$ cat src/rtl/vga_pkg.sv
// Shared types and constants for the VGA VRAM controller slice.
package vga_pkg;

  localparam int unsigned SramDataWidth      = 16;
  localparam int unsigned StarveLimitDefault = 16;

  typedef enum logic [1:0] {
    StIdle,
    StWrSetup,
    StWrPulse
  } vram_state_e;

endpackage

$ cat src/rtl/vga_vram_arbiter.sv
// Read/write arbitration between display reads and host writes, with a
// starvation counter that forces a pending host write through.
module vga_vram_arbiter
  import vga_pkg::*;
#(
  parameter int unsigned STARVE_LIMIT = StarveLimitDefault
) (
  input  logic clk_i,
  input  logic rst_i,
  input  logic rd_req_i,
  input  logic wr_req_i,
  input  logic idle_i,
  output logic rd_grant_o,
  output logic wr_grant_o,
  output logic busy_o
);

  // One spare bit keeps the width non-zero even for a limit of 0.
  localparam int unsigned CntW = $clog2(STARVE_LIMIT + 2);

  logic [CntW-1:0] cnt_q;
  logic            starved;

  assign starved = (cnt_q == CntW'(STARVE_LIMIT));

  always_comb begin
    wr_grant_o = idle_i & ~rst_i & wr_req_i & (~rd_req_i | starved);
    // A write granted while a read is pending can only be a forced one.
    busy_o     = ~idle_i | (wr_grant_o & rd_req_i);
    rd_grant_o = rd_req_i & ~busy_o & ~rst_i;
  end

  always_ff @(posedge clk_i) begin
    if (rst_i) begin
      cnt_q <= '0;
    end else if (!wr_req_i || wr_grant_o) begin
      cnt_q <= '0;
    end else if (rd_grant_o && !starved) begin
      cnt_q <= cnt_q + CntW'(1);
    end
  end

endmodule

$ cat src/rtl/vga_vram_ctrl.sv
// Shares an async 16-bit SRAM between a 2-cycle-latency display read port and
// a byte-wide host write port (only PWIDTH = 8 is supported).
module vga_vram_ctrl
  import vga_pkg::*;
#(
  parameter int unsigned AWIDTH       = 19,
  parameter int unsigned PWIDTH       = 8,
  parameter int unsigned STARVE_LIMIT = StarveLimitDefault
) (
  input  logic                     clk_core,
  input  logic                     rst_core,
  input  logic                     vram_rd,
  input  logic [AWIDTH-1:0]        vram_addr,
  output logic                     vram_busy,
  output logic [PWIDTH-1:0]        vram_data,
  output logic                     vram_vld,
  input  logic                     host_wr,
  input  logic [AWIDTH-1:0]        host_addr,
  input  logic [PWIDTH-1:0]        host_wdata,
  output logic                     host_ack,
  output logic [AWIDTH-2:0]        sram_addr,
  input  logic [SramDataWidth-1:0] sram_dq_i,
  output logic [SramDataWidth-1:0] sram_dq_o,
  output logic                     sram_dq_oe,
  output logic                     sram_ce_n,
  output logic                     sram_oe_n,
  output logic                     sram_we_n,
  output logic                     sram_ub_n,
  output logic                     sram_lb_n
);

  vram_state_e state_q;
  logic        rd_grant;
  logic        wr_grant;
  logic        rd_p1_q;
  logic        sel_p1_q;

  vga_vram_arbiter #(
    .STARVE_LIMIT(STARVE_LIMIT)
  ) u_arbiter (
    .clk_i     (clk_core),
    .rst_i     (rst_core),
    .rd_req_i  (vram_rd),
    .wr_req_i  (host_wr),
    .idle_i    (state_q == StIdle),
    .rd_grant_o(rd_grant),
    .wr_grant_o(wr_grant),
    .busy_o    (vram_busy)
  );

  assign host_ack = wr_grant;

  always_ff @(posedge clk_core) begin
    if (rst_core) begin
      state_q    <= StIdle;
      rd_p1_q    <= 1'b0;
      sel_p1_q   <= 1'b0;
      vram_vld   <= 1'b0;
      vram_data  <= '0;
      sram_addr  <= '0;
      sram_dq_o  <= '0;
      sram_dq_oe <= 1'b0;
      sram_ce_n  <= 1'b1;
      sram_oe_n  <= 1'b1;
      sram_we_n  <= 1'b1;
      sram_ub_n  <= 1'b1;
      sram_lb_n  <= 1'b1;
    end else begin
      // Read pipeline: SRAM cycle in T+1, captured data presented in T+2.
      rd_p1_q  <= rd_grant;
      sel_p1_q <= vram_addr[0];
      vram_vld <= rd_p1_q;
      if (rd_p1_q) begin
        vram_data <= sel_p1_q ? sram_dq_i[2*PWIDTH-1:PWIDTH] : sram_dq_i[PWIDTH-1:0];
      end

      unique case (state_q)
        StIdle: begin
          if (wr_grant) begin
            // Latch everything now so the host may move on after host_ack.
            state_q    <= StWrSetup;
            sram_addr  <= host_addr[AWIDTH-1:1];
            sram_dq_o  <= {host_wdata, host_wdata};
            sram_dq_oe <= 1'b1;
            sram_ce_n  <= 1'b0;
            sram_oe_n  <= 1'b1;
            sram_we_n  <= 1'b1;
            sram_lb_n  <= host_addr[0];
            sram_ub_n  <= ~host_addr[0];
          end else if (rd_grant) begin
            sram_addr  <= vram_addr[AWIDTH-1:1];
            sram_dq_oe <= 1'b0;
            sram_ce_n  <= 1'b0;
            sram_oe_n  <= 1'b0;
            sram_we_n  <= 1'b1;
            sram_ub_n  <= 1'b0;
            sram_lb_n  <= 1'b0;
          end else begin
            sram_dq_oe <= 1'b0;
            sram_ce_n  <= 1'b1;
            sram_oe_n  <= 1'b1;
            sram_we_n  <= 1'b1;
            sram_ub_n  <= 1'b1;
            sram_lb_n  <= 1'b1;
          end
        end
        StWrSetup: begin
          state_q   <= StWrPulse;
          sram_we_n <= 1'b0;
        end
        StWrPulse: begin
          // Reads are blocked during the pulse, so the bus always goes idle here.
          state_q    <= StIdle;
          sram_dq_oe <= 1'b0;
          sram_ce_n  <= 1'b1;
          sram_oe_n  <= 1'b1;
          sram_we_n  <= 1'b1;
          sram_ub_n  <= 1'b1;
          sram_lb_n  <= 1'b1;
        end
        default: state_q <= StIdle;
      endcase
    end
  end

endmodule

$ cat config.mk
export PLATFORM = sky130hd
export DESIGN_NAME = vga_vram_ctrl
export DESIGN_NICKNAME = d
export VERILOG_FILES = /design/src/rtl/vga_pkg.sv /design/src/rtl/vga_vram_arbiter.sv /design/src/rtl/vga_vram_ctrl.sv
export SDC_FILE = /design/constraint.sdc
export NUM_CORES = 1
export LEC_CHECK = 0
export CAP_MARGIN = 20
export CORE_ASPECT_RATIO = 0.75
export CORE_MARGIN = 2
export CORE_UTILIZATION = 36
export CTS_CLUSTER_DIAMETER = 30
export DETAILED_ROUTE_END_ITERATION = 10
export HOLD_SLACK_MARGIN = 0.08
export PLACE_DENSITY = 0.76
export SLEW_MARGIN = 20
export SYNTH_ARGS = -nofsm -noshare
export SYNTH_HDL_FRONTEND = slang
export SYNTH_SLANG_ARGS = --single-unit
$ cat constraint.sdc
create_clock -name clk_core -period 1.6 [get_ports clk_core]
set_input_delay 0.32 -clock clk_core [delete_from_list [all_inputs] [get_ports clk_core]]
set_output_delay 0.32 -clock clk_core [all_outputs]
set_load 0.02 [all_outputs]
Yosys cells after proc, flatten, opt, wreduce, memory -nomap -nowiden
Index checks and enable logic that the tools add are counted.

operators by class
  bitwise operators = 13
  $add $sub $neg = 1
  multiplexer cells = 17
  eq/ne operators = 4
  reductions and logical operators = 12

operator list
  operator                                        number
  2-to-1 mux 18 bit                               2
  case mux 1 bit (2 select lines)                 6
  2-to-1 mux 8 bit                                1
  bitwise AND 1 bit                               6
  2-to-1 mux 1 bit                                6
  nonzero test 2 bit                              3
  adder 5 x 1 -> 5 bit (second input constant)    1
  == test 5 bit (second input constant)           1
  inverter 1 bit                                  5
  case mux 2 bit (2 select lines)                 1
  AND reduction 2 bit                             2
  OR reduction 2 bit                              2
  == test 2 x 1 -> 1 bit (second input constant)  1
  == test 2 bit (second input constant)           1
  zero test 1 bit                                 2
  zero test 2 bit                                 1
  2-to-1 mux 2 bit                                1
  != test 2 bit (second input constant)           1
  bitwise OR 1 bit                                2
  logical AND 1 bit                               1
  logical OR 1 bit                                1

storage, ports and cells
  flip-flop bits (word level) = 58
  word-level logic and storage cells = 61
  output and inout port bits = 51
  input port bits = 66

Longest topological paths before layout
Gate-level depths: netlist of the first run.

  word-level depth = 12
  mapped depth = 7
  depth with buffers taken out = 6

Hierarchy
Synthesis of the first run repeated with hierarchy kept, for this count alone.

second synthesis, totals
  cell total of the unflattened synthesis = 228
  area, all modules = 2314.7 sq um

modules (own cells, without submodules)
  module            cells an instance  area an instance (sq um)  times used  seq. area each (sq um)
  vga_vram_ctrl     191                1954.4                    1           900.9
  vga_vram_arbiter  37                 360.3                     1           100.1

Least setup slack after synthesis of the first run
No wires, ideal clock.

  path kind = reg-to-output
  start point = reg state_q[0]
  end point = out host_ack
  path buffers = 1
  arrival = 1.383 ns
  data required time = 1.280 ns
  stages on the path, launching flop included = 5
  setup slack = -0.103 ns
  path through = dfxtp_1 or4b_1 a21o_2 clkinv_1 buf_6

between the ends
  cells in the longest elaborated chain, start to end = 4

ends and longest elaborated chain
  item                             RTL line                source
  from (decl)                      vga_vram_ctrl.sv:32     vram_state_e state_q;
  from (signal assigned)           vga_vram_ctrl.sv:55     state_q <= StIdle;
  from (signal assigned)           vga_vram_ctrl.sv:81     state_q <= StWrSetup;
  from (signal assigned)           vga_vram_ctrl.sv:108    state_q <= StWrPulse;
  zero test 2 bit                  vga_vram_ctrl.sv:45     .idle_i (state_q == StIdle),
  bitwise AND 1 bit (3 in series)  vga_vram_arbiter.sv:27  wr_grant_o = idle_i & ~rst_i & wr_req_i & (~rd_req_i | starved);
  to (decl)                        vga_vram_ctrl.sv:20     output logic host_ack,

Every way passes these cells.

Final worst setup path of the first run
  start point = reg state_q[0]
  end point = reg u_arbiter.cnt_q[3]

between the ends
  cells in the longest elaborated chain, start to end = 10
  elaborated cells on any way between the ends = 13
  classes of those cells = 9 x bitwise; 4 x reduce/logical

ends and longest elaborated chain
  item                             RTL line                source
  zero test 2 bit (*)              vga_vram_ctrl.sv:45
  bitwise AND 1 bit (3 in series)  vga_vram_arbiter.sv:27
  bitwise AND 1 bit                vga_vram_arbiter.sv:29  busy_o = ~idle_i | (wr_grant_o & rd_req_i);
  bitwise OR 1 bit                 vga_vram_arbiter.sv:29
  inverter 1 bit                   vga_vram_arbiter.sv:30  rd_grant_o = rd_req_i & ~busy_o & ~rst_i;
  bitwise AND 1 bit (2 in series)  vga_vram_arbiter.sv:30
  logical AND 1 bit                vga_vram_arbiter.sv:38  end else if (rd_grant_o && !starved) begin
  to (signal assigned)             vga_vram_arbiter.sv:39  cnt_q <= cnt_q + CntW'(1);
  to (decl)                        vga_vram_arbiter.sv:21  logic [CntW-1:0] cnt_q;

Every way passes the cells marked *; elsewhere a longest branch is shown, timed or not.
A chain may end at the register's enable or synchronous reset.

==> impl_metrics.tcl, run 1 <==
set metrics [dict create \
    status "complete, but fails checks" \
    violations "negative setup slack" \
    arrival_ns 2.16 \
    first_pass_iters 4 \
    startpoint_type "flip-flop" \
    routed-wl-met3_um 745 \
    initial_core_util_pct 36.9 \
    hold_viol_final 0 \
    core_area_um2 6220 \
    track_usage_pct 20.2 \
    required_ns 1.83 \
    end_kind "flip-flop" \
    clock_skew_ns 0.0104 \
    max-clock-path-buffers 2 \
    die_y_um 73.2 \
    p_leak_nw 2.05 \
    syn2layout_area_growth_pct 87.7 \
    vdd_ir_drop_max_v 0.000604 \
    clkSinkCount 50 \
    place_congestion 0.871 \
    wl_um 7870 \
    pre_cts_ws_ns -0.903 \
    grt_pass1_wl_um 11000 \
    min_path_type "reg2reg" \
    dieArea_um2 7050 \
    top_layer_used "met4" \
    synth_top_area_share_pct 43.5 \
    path_clk_slew_ns 0.09 \
    grt_pass1_vias 2283 \
    period_share_pct 120 \
    path_buf_inv 2 \
    initialDrtViolationCount 148 \
    clk_latency_ns 0.31 \
    pwr_density_cell_nw_per_um2 746 \
    port_buffers 116 \
    rsz0062_at_grt "yes" \
    final_cell_mix "clkdlybuf4s50_1 (64), dfxtp_1 (46), dlymetal6s2s_1 (27)" \
    yosysUniqueCellTypes 36 \
    routed-wl-met2_um 3780 \
    crit_chain "buf_4 > buf_6 > or4b_4 > or4_1 > a31oi_1" \
    clock-root-buffer "clkbuf_8" \
    die_width_um 96.3 \
    netlist_area_um2 2300 \
    diodes 0 \
    synth.net_count 314 \
    syn_area_per_cell_um2 9.34 \
    synth_seq_area_share_pct 43.5 \
    maxCapViolCount 0 \
    design.final.nets 446 \
    final_common_cell "clkdlybuf4s50_1" \
    swShare_pct 28.1 \
    max_stage_delay_ns 0.59 \
    cts_max_level 2 \
    wl_per_cell_um 17.1 \
    stdcell_area_um2 4310 \
    clkPwrFrac_pct 29.5 \
    ctsHoldBuffers 0 \
    antenna_found_initial 0 \
    setup_ws_ns -0.328 \
    pwr-share-seq_pct 43.2 \
    crit_family "simple AND/OR/NAND/NOR gates" \
    ys_warn_count 0 \
    grt_max_degree 31 \
    cts_tree "yes" \
    place_area_um2 3620 \
    postRouteAntennaNets 0 \
    synth_top_area_cell "dfxtp_1" \
    rows 25 \
    worst_path_max_delay_cell "or4b_4" \
    path_class "reg2reg" \
    syn_inst 246 \
    vias 2372 \
    max_freq_ghz 0.519 \
    maxSlewViolCount 0 \
    period_needed_ns 1.93 \
    grt_overflow_total 0 \
    combPwrFrac_pct 27.2 \
    io_pins 117 \
    hpwlAfterDp_um 4870 \
    drive_gt1_share_pct 28.5 \
    remaining_drc_errors 0 \
    vias_per_cell 5.16 \
    synth.area.top_cells "dfxtp_1 (44%), a211oi_1 (8.5%), a2111oi_0 (6.1%)" \
    crit_fanout 5 \
    p_sw_mw 0.903 \
    setup_violations 32 \
    hold_ws_ns 0.451 \
    ys_seq_elements 50 \
    power.total_mw 3.22 \
    cts-buffers-inserted 5 \
    m1WireLength_um 3260 \
    intPower_mw 2.32 \
    slew_headroom_pct 64.8 \
    tightest_slew_ns 0.528 \
]
[final cells by class]
cell class	instances	area [um2]
Inverter	25	98.8
Sequential cell	50	1010
Clock buffer	6	82.6
Fill cell	469	1910
Timing Repair Buffer	152	1580
Multi-Input combinational cell	144	1410
Clock inverter	2	38.8
Tap cell	81	101
[layer usage]
metal / GRT usage (%) / vias to the layer above
met3: 7.02 / 7
li1: - / 1135
met2: 32.4 / 100
met4: 5.56 / 0
met5: 0 / -
met1: 25.8 / 1130
[synth_stat cells (all sizes together)]
| cell type | instances |
|---|---|
| a2111oi | 19 |
| a211oi | 26 |
| a21o | 2 |
| a21oi | 23 |
| a31oi | 2 |
| and4bb | 1 |
| buf | 13 |
| clkbuf | 14 |
| clkinv | 1 |
| dfxtp | 50 |
| ha | 2 |
| inv | 24 |
| mux2 | 8 |
| mux2i | 8 |
| nand2 | 4 |
| nand2b | 2 |
| nand3 | 3 |
| nand4 | 2 |
| nand4bb | 1 |
| nor2 | 12 |
| nor2b | 13 |
| nor3 | 1 |
| o21ai | 2 |
| o21bai | 1 |
| o22ai | 2 |
| o31ai | 1 |
| or2 | 2 |
| or3 | 3 |
| or4 | 1 |
| or4b | 3 |
[through the flow]
stage | TNS [ns] | util, % | std cells
after detailed placement | -20.32 | 58.2 | 440
after CTS | -2.89 | 63.2 | 452
final | -5.97 | 69.3 | 460
after floorplan | -0.0238 | - | 246
after global routing | -7.11 | 69.3 | 460
after global placement | -19.16 | 58.2 | 440
[worst register-to-register path, cell delays in order, from the launching register on]
cell and delay (ns):
dfxtp_2 0.33, buf_4 0.13, buf_6 0.10, or4b_4 0.59, or4_1 0.54, a31oi_1 0.18
[timing repair]
action | in CTS | in global routing
buffers inserted | 3 | 7
endpoints found under the setup margin | 57 | 62
gates cloned | 1 | 1
resized for setup | 74 | 81
pin swaps | 15 | 29
[cell families (layout without fill, tap and decap cells)]
| family | count (synthesis) | in the layout | synth area share (%) |
|---|---|---|---|
| AOI/OAI and AO/OA | 78 | 78 | 23.8 |
| and+or+nand+nor | 48 | 48 | 12.3 |
| adders and majority gates | 2 | 2 | 1.09 |
| DFF | 50 | 50 | 43.5 |
| buffers and inverters | 52 | 185 | 10.6 |
| muxes | 16 | 16 | 8.71 |
[worst paths after layout]
check / start / endpoint / slack (ns) / cells after the start
worst max-delay path: state_q[0]$_SDFFE_PP0P_ / u_arbiter.cnt_q[3]$_SDFFE_PP0P_ / -0.33 / 5
worst min-delay path: sram_we_n$_SDFFE_PP1P_ / sram_we_n$_SDFFE_PP1P_ / 0.45 / 1
worst max register to register: state_q[0]$_SDFFE_PP0P_ / u_arbiter.cnt_q[3]$_SDFFE_PP0P_ / -0.33 / 5
worst min register to register: sram_we_n$_SDFFE_PP1P_ / sram_we_n$_SDFFE_PP1P_ / 0.45 / 1
[power by group through the flow]
stage                     combinational, mW  sequential [mW]  clock (mW)
after floorplan                       0.244             1.51           0
after global placement                0.741             1.42           0
after detailed placement              0.749             1.42           0
after CTS                             0.777             1.39       0.975
after global routing                  0.932             1.40        1.03
final                                 0.877             1.39       0.950
[flip-flops by register name (all words and copies together), names as in the netlist]
register / cells
sram_addr: 18
sram_dq_o: 8
vram_data: 8
u_arbiter.cnt_q: 5
state_q: 2
rd_p1_q: 1
sel_p1_q: 1
sram_ce_n: 1
sram_dq_oe: 1
sram_lb_n: 1
sram_oe_n: 1
sram_ub_n: 1
sram_we_n: 1
vram_vld: 1
Power figures use the tool's default switching activity.
==> run 2, diff against run 1 <==
Settings changed: HOLD_SLACK_MARGIN 0.08 to unset.
==> results of run 2 <==
The final DEF is identical to that of run 1; final timing and power are the same.
==> run 3, diff against run 2 <==
Settings changed: GPL_ROUTABILITY_DRIVEN set to 0, HOLD_SLACK_MARGIN set to 0.06.
==> results of run 3 <==
The final DEF is identical to that of run 1; final timing and power are the same.
